File: config.mk
export PLATFORM = sky130hd
export DESIGN_NAME = pll_supervisor
export DESIGN_NICKNAME = d
export VERILOG_FILES = /design/src/rtl/pll_supervisor_pkg.sv /design/src/rtl/pll_supervisor_sync2.sv /design/src/rtl/pll_supervisor.sv
export SDC_FILE = /design/constraint.sdc
export NUM_CORES = 1
export LEC_CHECK = 0
export BUFFER_PORTS_ARGS = -buffer_cell sky130_fd_sc_hd__buf_4
export CORE_ASPECT_RATIO = 0.9
export CORE_MARGIN = 3
export CORE_UTILIZATION = 30
export DETAILED_ROUTE_END_ITERATION = 10
export GPL_TIMING_DRIVEN = 0
export SETUP_SLACK_MARGIN = 0.1
export SLEW_MARGIN = 20
export SYNTH_ARGS = -nofsm -noshare
export SYNTH_HDL_FRONTEND = slang
export SYNTH_SLANG_ARGS = --single-unit
File: constraint.sdc
create_clock -name clock -period 4.5 [get_ports clock]
set_input_delay 1.125 -clock clock [delete_from_list [all_inputs] [get_ports clock]]
set_output_delay 1.125 -clock clock [all_outputs]
set_load 0.02 [all_outputs]
File: src/rtl/pll_supervisor_pkg.sv
// rtl/pll_supervisor_pkg.sv - state encodings and shared widths for the PLL reset sequencer
package pll_supervisor_pkg;

  localparam int RETRY_W = 3;
  localparam logic [RETRY_W-1:0] RETRY_SAT = 3'd7;

  typedef logic [2:0] state_t;

  localparam state_t ST_PRST      = 3'd0;
  localparam state_t ST_WAIT_LOCK = 3'd1;
  localparam state_t ST_SETTLE    = 3'd2;
  localparam state_t ST_RUN       = 3'd3;
  localparam state_t ST_FAULT     = 3'd4;

  function automatic int unsigned max3(input int unsigned a, input int unsigned b,
                                       input int unsigned c);
    int unsigned m;
    m = (a > b) ? a : b;
    return (m > c) ? m : c;
  endfunction

endpackage

File: src/rtl/pll_supervisor_sync2.sv
// rtl/pll_supervisor_sync2.sv - generic two-flop synchronizer, async active-low reset to 0
module sync2 #(
  parameter int WIDTH = 1
) (
  input  logic             clock,
  input  logic             rst_n,
  input  logic [WIDTH-1:0] d,
  output logic [WIDTH-1:0] q
);

  logic [WIDTH-1:0] meta;

  always_ff @(posedge clock or negedge rst_n) begin
    if (!rst_n) begin
      meta <= '0;
      q    <= '0;
    end else begin
      meta <= d;
      q    <= meta;
    end
  end

endmodule

File: src/rtl/pll_supervisor.sv
// rtl/pll_supervisor.sv - PLL reset pulse, lock timeout/retry, settle window and core reset release
module pll_supervisor
  import pll_supervisor_pkg::*;
#(
  parameter int unsigned        RST_CYCLES    = 16,
  parameter int unsigned        LOCK_TIMEOUT  = 65535,
  parameter int unsigned        SETTLE_CYCLES = 1024,
  parameter logic [RETRY_W-1:0] MAX_RETRY     = 3'd7
) (
  input  logic               clock,
  input  logic               rst_n,
  input  logic               locked,
  input  logic               soft_req,
  output logic               pll_rst,
  output logic               sys_rst_n,
  output logic               ready,
  output logic               fault,
  output logic [RETRY_W-1:0] retry_cnt
);

  localparam int unsigned CNT_MAX = max3(RST_CYCLES, LOCK_TIMEOUT, SETTLE_CYCLES);
  localparam int          CNT_W   = (CNT_MAX > 1) ? $clog2(CNT_MAX) : 1;

  localparam logic [CNT_W-1:0] RST_LAST = CNT_W'(RST_CYCLES - 1);
  localparam logic [CNT_W-1:0] TMO_LAST = CNT_W'(LOCK_TIMEOUT - 1);
  // The WAIT_LOCK cycle that first sees lock counts as the first settle cycle.
  localparam logic [CNT_W-1:0] SETTLE_LAST =
      CNT_W'((SETTLE_CYCLES > 1) ? (SETTLE_CYCLES - 2) : 0);
  localparam bit SETTLE_BYPASS = (SETTLE_CYCLES <= 1);

  logic               locked_s;
  state_t             state, state_d;
  logic [CNT_W-1:0]   cnt, cnt_d;
  logic [RETRY_W-1:0] retry_d, retry_inc;

  sync2 #(.WIDTH(1)) u_lock_sync (
    .clock (clock),
    .rst_n (rst_n),
    .d     (locked),
    .q     (locked_s)
  );

  always_comb begin
    retry_inc = (retry_cnt == RETRY_SAT) ? retry_cnt : retry_cnt + 1'b1;
    state_d   = state;
    retry_d   = retry_cnt;

    case (state)
      ST_PRST: begin
        if (cnt == RST_LAST) state_d = ST_WAIT_LOCK;
      end
      ST_WAIT_LOCK: begin
        if (locked_s) begin
          state_d = SETTLE_BYPASS ? ST_RUN : ST_SETTLE;
        end else if (cnt == TMO_LAST) begin
          retry_d = retry_inc;
          state_d = (retry_inc > MAX_RETRY) ? ST_FAULT : ST_PRST;
        end
      end
      ST_SETTLE: begin
        if (!locked_s)               state_d = ST_WAIT_LOCK;
        else if (cnt == SETTLE_LAST) state_d = ST_RUN;
      end
      ST_RUN: begin
        if (!locked_s) state_d = ST_PRST;
      end
      ST_FAULT: begin
        state_d = ST_FAULT;
      end
      default: begin
        state_d = ST_PRST;
      end
    endcase

    if (soft_req) begin
      state_d = ST_PRST;
      retry_d = '0;
    end
    if (state_d == ST_RUN) retry_d = '0;

    // Shared counter restarts on any state change and saturates instead of wrapping.
    if (soft_req || (state_d != state)) cnt_d = '0;
    else if (&cnt)                       cnt_d = cnt;
    else                                 cnt_d = cnt + 1'b1;
  end

  always_ff @(posedge clock or negedge rst_n) begin
    if (!rst_n) begin
      state     <= ST_PRST;
      cnt       <= '0;
      retry_cnt <= '0;
      pll_rst   <= 1'b1;
      sys_rst_n <= 1'b0;
      ready     <= 1'b0;
      fault     <= 1'b0;
    end else begin
      state     <= state_d;
      cnt       <= cnt_d;
      retry_cnt <= retry_d;
      pll_rst   <= (state_d == ST_PRST) || (state_d == ST_FAULT);
      sys_rst_n <= (state_d == ST_RUN);
      ready     <= (state_d == ST_RUN);
      fault     <= (state_d == ST_FAULT);
    end
  end

endmodule

==> qor.csv, run 1 <==
metric,value,unit
remaining antenna violation count,0,
drt pass-1 iters,4,
Netlist Area Pre-Place,1471,um2
Max-slew headroom,0.5160,
Final Hold Fails,0,
sequential area share after synthesis,0.4600,
CTS Buffer Depth,2,
Skew-Pair Late Insertion Delay,0.27,ns
Yosys cell types,40,
Critical Path RT,4.69,ns
# rows,23,
slowest CP cell,or4_4,
CTS tree,done,
Hold WC Path Type,reg2reg,
#FFs+latches synth,27,
total core area,4604,um2
antenna cells,0,
synth warn,0,
Critical Path Source Type,flop,
vias in the first global route,1064,
full die area,5782,um2
worst hold slack,0.3595,ns
max frequency,0.4677,GHz
critical path class,reg2reg,
Post-CTS Hold Fix Bufs,0,
leakage power,0.6836,nW
Final setup viols,0,
H-Tree Depth,1,
Buf/Inv on CP,1,
Synthesized Nets,147,
period utilisation layout,0.4751,
RSZ-0062 raised after global routing,no,
largest net degree at the start of global routing,28,
# Post-CTS Setup Buffers,0,
I/O pin total,11,
Final Max Tran Viols,0,
vias per cell,5.116,
syn_area_per_cell,10.51,um2
VDD IR-drop max,162.5,uV
post-CTS sizing,0,
crit path capture type,flop,
HPWL Detailed,2179,um
GRT Total Usage,0.1070,
most frequent cells in the layout,"dfrtp_1, nor2_1, buf_4",
number of port buffers,10,
wire length per cell,13.40,um
outcome,"finished, final reports clean",
crit-path max FO,10,
initial antenna violation count,0,
share of the synthesized area in the top cell type,0.4422,
synth top area cells,"dfrtp_1, nor3_2, xor2_1",
Period minus WS final,2.138,ns
clk sinks,27,
PD cells,243.5,nW/um2
synth-to-layout area growth,13.69,%
CP top delay family,simple AND/OR/NAND/NOR gates,
Horiz. Die Dim,79.82,um
cells after synthesis,140,
fraction of layout cells with a size suffix above 1,0.2273,
Slew @ Worst Pin,0.7242,ns
Via Count,1105,
fill count,468,
first-pass GRT wire length,4926,um
CP max stage delay,0.45,ns
final net count,162,
"Critical Path, Cell by Cell",ha_1 -> nand3_2 -> or4_4 -> o21ai_4 -> o21ai_2 -> o31a_4 -> buf_6 -> nor3_2,
register clock-pin slew on the reported worst setup and hold paths,0.09,ns
Setup Skew,0.003400,ns
WL final,2895,um
setup TNS,0,ns
grt ovf,0,
Initial DRC Count,64,
total CTS buffers,3,
routability cong.,0.7667,
Root Buffer,clkbuf_8,
Worst EP arrival,2.33,ns
DR DRC count,0,
dominant cell type by area after synthesis,dfrtp_1,
total of max-cap violations,0,
"most common cell after layout, fill and taps aside",dfrtp_1,
Die Ht,72.44,um
initial core utilization,0.3196,
registers in the layout (all words and copies together) (netlist names):
signal	count
fault	1
cnt	16
ready	1
retry_cnt	3
u_lock_sync.meta	1
u_lock_sync.q	1
pll_rst	1
state	3
kinds of logic (layout without fill, tap and decap cells):
logic type,count (synthesis),count (layout),synth area share
simple gates,71,71,0.3078
flops,27,27,0.4600
compound gates,17,17,0.09780
xor+xnor,12,12,0.07143
buf+inv,9,23,0.03062
fa+ha+maj,3,3,0.02551
mux,1,1,0.006803
cells in the mapped netlist, drive strengths merged:
library cell / n
nand3b: 1
nor4b: 4
nand3: 7
mux2i: 1
nor2b: 1
or3: 1
a31oi: 3
a2111oi: 2
nor2: 13
nor4: 2
nor3: 17
o21ai: 6
inv: 5
dfrtp: 26
xnor2: 4
or4: 1
xor2: 8
and3: 6
o31a: 1
a211o: 1
ha: 3
buf: 2
clkbuf: 2
a211oi: 1
o21bai: 1
nand4: 8
o32ai: 1
nand2b: 1
nand4b: 1
dfstp: 1
a21oi: 1
and4: 1
nand2: 7
area by class of cell:
cell class	instances	area, um2	area share
Multi-Input combinational cell	104	749.5	0.4480
Clock inverter	1	7.507	0.004488
Timing Repair Buffer	10	75.07	0.04488
Inverter	5	18.77	0.01122
Clock buffer	3	41.29	0.02468
Buffer	4	26.28	0.01571
Sequential cell	27	676.9	0.4046
Tap cell	62	77.57	0.04637
report_power, final:
group	switching [W]	internal, W	total (W)
clock	0.0000771	0.0000629	0.000140
combinational	0.0000120	0.00000606	0.0000181
sequential	0.00000377	0.000246	0.000249
per-stage QoR:
step | total power (W) | cell area [um2] | setup slack [ns] | cells | util
5_1_grt | 0.0004273 | 1673 | 2.190 | 216 | 0.3633
3_5_place_dp | 0.0002731 | 1624 | 2.112 | 212 | 0.3527
2_1_floorplan | 0.0002628 | 1471 | 2.511 | 140 | -
6_report | 0.0004074 | 1673 | 2.362 | 216 | 0.3633
4_1_cts | 0.0004141 | 1673 | 2.354 | 216 | 0.3633
3_3_place_gp | 0.0002722 | 1624 | 2.168 | 212 | 0.3527
final timing paths:
kind                       slack (ns)  cells after the start            end              from
hold / removal                   0.36                      0  u_lock_sync.q  u_lock_sync.meta
hold reg to reg                  0.36                      0  u_lock_sync.q  u_lock_sync.meta
setup / recovery                 2.36                      8         cnt[6]            cnt[0]
max in group asynchronous        3.46                      1        pll_rst             rst_n
min in group asynchronous        0.75                      1          ready             rst_n
setup reg to reg                 2.36                      8         cnt[6]            cnt[0]
layer usage:
layer  track usage  vias up  routed length, um
li1              -      545                  -
met1        0.1359      535               1367
met2        0.1844       23               1384
met3       0.02730        2                120
met4       0.02251        0                 23
met5             0        -                  0
(Power assumes the default switching activity.)
==> run 2: changes to the inputs <==
--- a/config.mk
+++ b/config.mk
@@ -5,6 +5,7 @@
 export SDC_FILE = /design/constraint.sdc
 export NUM_CORES = 1
 export LEC_CHECK = 0
+export ABC_AREA = 1
 export BUFFER_PORTS_ARGS = -buffer_cell sky130_fd_sc_hd__buf_4
 export CORE_ASPECT_RATIO = 0.9
 export CORE_MARGIN = 3
==> constraint.sdc (replaced) <==
create_clock -name clock -period 1.95 [get_ports clock]
set_input_delay 0.4875 -clock clock [delete_from_list [all_inputs] [get_ports clock]]
set_output_delay 0.4875 -clock clock [all_outputs]
set_load 0.02 [all_outputs]
==> run 2 against run 1 <==
Effect of this change: combinational power increased to 4.3 times the previous value; clock-buffer cell count increased by 1; critical endpoint is now cnt[0]; register-to-register slack got worse by 2.2 ns; worst setup slack got worse by 2.2 ns; wire length increased by 9.1%; critical path type unchanged; first-iteration DRC count increased by 6.3%; sequential share of layout area decreased by 6.3 points; core utilization increased by 4.0 points; sequential cell count unchanged.
==> qor.csv, run 2 <==
metric,value,unit,change
placed cell count,263,,+24%
top-count cell post-synth,nand2_1,,
slowest CP cell,dfrtp_1,,
Initial DRC Count,68,,+6.3%
CTS Buffer Depth,2,,unchanged
dominant cell type by area after synthesis,dfrtp_1,,
total CTS buffers,3,,unchanged
syn_area_per_cell,8.419,um2,-20%
sequential area share after synthesis,0.4277,,-0.03237
Via Count,1260,,+14%
Slew @ Worst Pin,0.5001,ns,-0.2241 ns
Setup Skew,0.008003,ns,+0.004602 ns
grt ovf,0,,unchanged
DR DRC count,0,,unchanged
Post-CTS Hold Fix Bufs,0,,unchanged
Synth Flop Type,dfrtp_1,,
synth warn,0,,unchanged
VDD IR-drop max,271.3,uV,+67%
first-pass GRT wire length,5154,um,+4.6%
Top reg by flops,cnt,,
fraction of layout cells with a size suffix above 1,0.3333,,+0.1061
Netlist Area Pre-Place,1583,um2,+7.6%
antenna cells,0,,unchanged
Die Ht,74.91,um,+3.4%
WL final,3159,um,+9.1%
share of the synthesized area in the top cell type,0.4111,,-0.03111
PD cells,488.9,nW/um2,+100%
crit-path max FO,7,,-3
Root Buffer,clkbuf_8,,
CP max stage delay,0.42,ns,-0.03 ns
setup TNS,0,ns,unchanged
Reg area,681.9,um2,+0.74%
Post-synth EDFFs,0,,unchanged
Largest register FFs,16,,unchanged
# rows,24,,+4.3%
#FFs+latches synth,27,,unchanged
wire length per cell,11.24,um,-16%
final net count,224,,+38%
total of max-cap violations,0,,unchanged
area of the multi-input gates,867.1,um2,+16%
Worst EP arrival,2.01,ns,-0.32 ns
Hold WC Path Type,in2async,,
Synth top cells by count,"nand2_1, dfrtp_1, nor2_1",,
CP most frequent cell,nor2_4,,
I/O pin total,11,,unchanged
largest net degree at the start of global routing,28,,unchanged
HPWL Detailed,2166,um,-0.57%
Total Power,0.0009769,W,+140%
Max-slew headroom,0.6635,,+0.1475
leakage power,0.8806,nW,+29%
CP top delay family,simple AND/OR/NAND/NOR gates,,
fill count,514,,+9.8%
number of port buffers,10,,unchanged
cells after synthesis,188,,+34%
vias per cell,4.484,,-12%
top flop regs,"cnt (16), retry_cnt (3), state (3)",,
synth top area cells,"dfrtp_1, nor2_4, nand2_1",,
initial antenna violation count,0,,unchanged
Yosys cell types,25,,-38%
Final Hold Fails,0,,unchanged
routability cong.,0.8225,,+7.3%
vias in the first global route,1140,,+7.1%
Synthesized Nets,195,,+33%
"most common cell after layout, fill and taps aside",nand2_1,,
RSZ-0062 raised after global routing,yes,,
Critical Path RT,2.17,ns,-2.52 ns
Buf/Inv on CP,3,,+2
outcome,"finished, final reports clean",,
Skew-Pair Late Insertion Delay,0.28,ns,about the same
critical path class,reg2reg,,
synth-to-layout area growth,26.25,%,
max frequency,0.5584,GHz,+19%
crit path capture type,flop,,
Horiz. Die Dim,82.57,um,+3.4%
post-route insts no fill,281,,+30%
GRT Total Usage,0.1072,,+0.0002127
full die area,6185,um2,+7.0%
drt pass-1 iters,4,,unchanged
Final setup viols,0,,unchanged
total core area,4955,um2,+7.6%
remaining antenna violation count,0,,unchanged
period utilisation layout,0.9183,,+0.4432
H-Tree Depth,1,,unchanged
Final Max Tran Viols,0,,unchanged
most frequent cells in the layout,"nand2_1, inv_1, nor2_1, buf_4, dfrtp_1",,
"Critical Path, Cell by Cell",inv_2 -> ha_4 -> inv_2 -> nor2_2 -> nand2_2 -> nor2_4 -> nor2_4 -> nor2_4 -> nand3_2 -> nand2_2 -> nand3_4 -> clkbuf_16 -> nor2_4,,
CTS tree,done,,
asr flop ratio synth,1.000,,unchanged
initial core utilization,0.3194,,about the same
clk sinks,27,,unchanged
register clock-pin slew on the reported worst setup and hold paths,0.10,ns,about the same
Critical Path Source Type,flop,,
Period minus WS final,1.791,ns,-0.3472 ns
-- run 2: routing by layer --
metal,share of wire,up-vias,wire length (um),GRT usage
met2,0.44,16,1405,0.1610
met4,0.0019,0,6,0.01089
li1,-,654,-,-
met5,0,-,0,0
met3,0.037,2,116,0.03230
met1,0.52,588,1630,0.1579
-- run 2: path summary, 6_finish.rpt --
| check | from | endpoint | slack, ns | depth (start not counted) |
|---|---|---|---|---|
| setup / recovery | cnt[0] | cnt[0] | 0.16 | 13 |
| hold / removal | rst_n | cnt[0] | 0.11 | 1 |
| setup reg to reg | cnt[0] | cnt[0] | 0.16 | 13 |
| hold reg to reg | u_lock_sync.meta | u_lock_sync.q | 0.35 | 0 |
| max in group asynchronous | rst_n | pll_rst | 1.52 | 1 |
| min in group clock | locked | u_lock_sync.meta | 0.32 | 1 |
-- run 2: power breakdown --
part / internal (W) / switching, W / total (W)
clock: 0.000147 / 0.000178 / 0.000325
combinational: 0.0000330 / 0.0000442 / 0.0000772
sequential: 0.000567 / 0.00000825 / 0.000575
total: 0.000747 / 0.000230 / 0.000977
-- run 2: timing repair --
| item | 4_1_cts | 5_1_grt |
|---|---|---|
| cloned | 0 | 1 |
| setup buffers | 0 | 13 |
| pin swaps | 1 | 11 |
| resized for setup | 0 | 27 |
| hold endpoints to repair | 0 | 0 |
| endpoints found under the setup margin | 10 | 19 |
-- run 2: metrics by stage --
stage / util / hold slack [ns] / worst slack (ns) / instance area (um2)
after floorplan: - / 0.1919 / 0.2757 / 1583
after global placement: 0.3510 / 0.3347 / 0.09652 / 1739
after detailed placement: 0.3510 / 0.3347 / 0.09564 / 1739
after CTS: 0.3601 / 0.1267 / 0.09771 / 1784
after global routing: 0.4033 / 0.1343 / 0.03531 / 1998
final: 0.4033 / 0.1051 / 0.1593 / 1998
-- run 2: cell families (layout without fill, tap and decap cells) --
group | count (synthesis) | count (layout) | share of synthesized area
fa+ha+maj | 3 | 3 | 0.02372
compound gates | 15 | 15 | 0.05375
simple gates | 107 | 107 | 0.3684
flops | 27 | 27 | 0.4277
buf+inv | 27 | 55 | 0.07668
xor+xnor | 9 | 9 | 0.04981
-- run 2: cell type report --
cell class              instances  share of cell area
repair buffers                 24              0.1008
multi-input cells             134              0.4339
well taps                      65             0.04070
plain buffers                   2             0.01378
inverters                      25             0.04696
clock buffers                   4             0.02254
flip-flops and latches         27              0.3413
==> run 3: changes to the inputs <==
--- a/config.mk
+++ b/config.mk
@@ -12,6 +12,7 @@
 export CORE_UTILIZATION = 30
 export DETAILED_ROUTE_END_ITERATION = 10
 export GPL_TIMING_DRIVEN = 0
+export REMOVE_ABC_BUFFERS = 1
 export SETUP_SLACK_MARGIN = 0.1
 export SLEW_MARGIN = 20
 export SYNTH_ARGS = -nofsm -noshare
==> run 3 against run 2 <==
Effect of this change: sequential cell count is the same; clock power is essentially flat; core utilization shrank 0.93 points; sequential power is essentially flat; register-to-register slack gained 0.08 ns; critical path depth shrank 2; via count shrank 0.63%; non-clock buffer count shrank 3; global-route usage grew 0.10 points; critical path type unchanged; largest cell class unchanged; largest power group unchanged.
==> qor.csv, run 3 (synthesis gave the netlist of run 2 again) <==
metric,value,unit,change
outcome,"finished, final reports clean",,
Root Buffer,clkbuf_8,,
Buf/Inv on CP,1,,-2
Largest register FFs,16,,unchanged
"Critical Path, Cell by Cell",nand2_2 -> nor2_2 -> nand2_2 -> nor2_4 -> nor2_2 -> nor2_4 -> nand3_2 -> nand2_2 -> nand3_4 -> buf_12 -> nor2_2,,
clk sinks,27,,unchanged
vias in the first global route,1127,,-1.1%
remaining antenna violation count,0,,unchanged
grt ovf,0,,unchanged
critical path class,reg2reg,,
Horiz. Die Dim,82.57,um,unchanged
Final setup viols,0,,unchanged
CP top delay family,simple AND/OR/NAND/NOR gates,,
crit-path max FO,8,,+1
PD cells,497.1,nW/um2,+1.7%
antenna cells,0,,unchanged
register clock-pin slew on the reported worst setup and hold paths,0.09,ns,about the same
fraction of layout cells with a size suffix above 1,0.3380,,+0.004695
Period minus WS final,1.711,ns,-0.07996 ns
Via Count,1252,,-0.63%
CTS Buffer Depth,2,,unchanged
vias per cell,4.504,,+0.44%
Max-slew headroom,0.6676,,+0.004061
period utilisation layout,0.8773,,-0.04101
R2R Path Start,cnt[9],,
top flop regs,"cnt (16), retry_cnt (3), state (3)",,
Hold WC Path Type,in2async,,
DR DRC count,0,,unchanged
GRT Total Usage,0.1082,,+0.001034
initial core utilization,0.3194,,unchanged
synth-to-layout area growth,23.32,%,
CTS tree,done,,
Post-Layout Inst Area,1952,um2,-2.3%
Logic pwr share,0.076,,-0.003
crit path from,cnt[9],,
Worst EP arrival,1.92,ns,-0.09 ns
crit path capture type,flop,,
Setup Skew,0.004489,ns,-0.003514 ns
most frequent cells in the layout,"nand2_1, inv_1, dfrtp_1",,
Clk pwr share,0.332,,about the same
initial antenna violation count,0,,unchanged
final net count,221,,-1.3%
Critical R2R Capture,cnt[11],,
largest net degree at the start of global routing,28,,unchanged
Skew-Pair Late Insertion Delay,0.27,ns,about the same
routability cong.,0.7916,,-3.8%
total CTS buffers,3,,unchanged
first-pass GRT wire length,5140,um,-0.27%
Die Ht,74.91,um,unchanged
leakage power,0.8400,nW,-4.6%
Net Switching,0.0002269,W,-1.5%
RSZ-0062 raised after global routing,yes,,
number of port buffers,10,,unchanged
H-Tree Depth,1,,unchanged
total core area,4955,um2,unchanged
slowest CP cell,dfrtp_1,,
Final Max Tran Viols,0,,unchanged
R2R Setup Slk,0.24,ns,+0.08 ns
reg2reg path depth,11,,-2
drt pass-1 iters,4,,unchanged
Final Hold Fails,0,,unchanged
max frequency,0.5845,GHz,+4.7%
CP max stage delay,0.45,ns,+0.03 ns
Initial DRC Count,61,,-10%
# rows,24,,unchanged
WL final,3026,um,-4.2%
Post-CTS Hold Fix Bufs,0,,unchanged
VDD IR-drop max,190.0,uV,-30%
switch share,0.2338,,-0.001950
Slew @ Worst Pin,0.4941,ns,-0.006035 ns
"most common cell after layout, fill and taps aside",nand2_1,,
full die area,6185,um2,unchanged
total of max-cap violations,0,,unchanged
Top reg by flops,cnt,,
wire length per cell,10.88,um,-3.2%
worst hold slack,0.1113,ns,+0.006153 ns
Reg power frac,0.593,,+0.004
Int Pwr,0.0007433,W,-0.43%
Critical Path RT,2.16,ns,about the same
DP Area,1712,um2,-1.6%
Critical Path Source Type,flop,,
HPWL Detailed,2151,um,-0.70%
I/O pin total,11,,unchanged
==> run 3: cell count changes in the layout (fill, tap and decap cells not counted), sizes merged <==
cell    delta
buf        -2
clkbuf     -1
==> run 3: worst max path at each step <==
stage | endpoint | cells after the start
5_1_grt | cnt[5] | 13
3_3_place_gp | cnt[15] | 12
2_1_floorplan | cnt[15] | 12
3_5_place_dp | cnt[15] | 12
4_1_cts | retry_cnt[0] | 12
6_report | cnt[11] | 11
==> run 3: worst reg2reg max path: stages, from the launching register on <==
cell     delay [ns]
dfrtp_1        0.45
nand2_2        0.10
nor2_2         0.14
nand2_2        0.11
nor2_4         0.14
nor2_2         0.06
nor2_4         0.09
nand3_2        0.08
nand2_2        0.09
nand3_4        0.10
buf_12         0.17
nor2_2         0.11
==> run 3: routing by layer <==
layer	track usage	share of wire
met1	0.1550	0.49
met2	0.1681	0.47
met3	0.01794	0.029
met4	0.03267	0.011
met5	0	0
==> run 3: power by group through the flow <==
stage	logic (W)	registers (W)	clock network (W)
6_report	0.0000734	0.000575	0.000322
5_1_grt	0.0000838	0.000577	0.000354
4_1_cts	0.0000683	0.000573	0.000337
3_5_place_dp	0.0000581	0.000584	0
3_3_place_gp	0.0000575	0.000584	0
2_1_floorplan	0.0000349	0.000583	0
==> run 3: through the flow <==
step	instances	power (W)	setup slack, ns	utilization	setup TNS, ns
detailed placement	261	0.0006422	-0.05468	0.3455	-0.1582
global placement	261	0.0006412	-0.02533	0.3455	-0.02533
floorplan	186	0.0006175	0.1949	-	0
CTS	267	0.0009787	0.1051	0.3636	0
global route	278	0.001014	0.09904	0.3939	0
finish	278	0.0009702	0.2392	0.3939	0
==> run 3: layout make-up <==
class	instances	area, um2
fill	511	3003
multi-input combinational	134	852.1
sequential	27	681.9
timing repair buffer	23	197.7
inverter	25	93.84
tap	65	81.33
clock buffer	4	45.04
==> run 3: repair_timing <==
item,in CTS,in global routing
pin swaps,0,8
buffers inserted,2,11
endpoints found under the setup margin,16,19
resized for setup,1,23
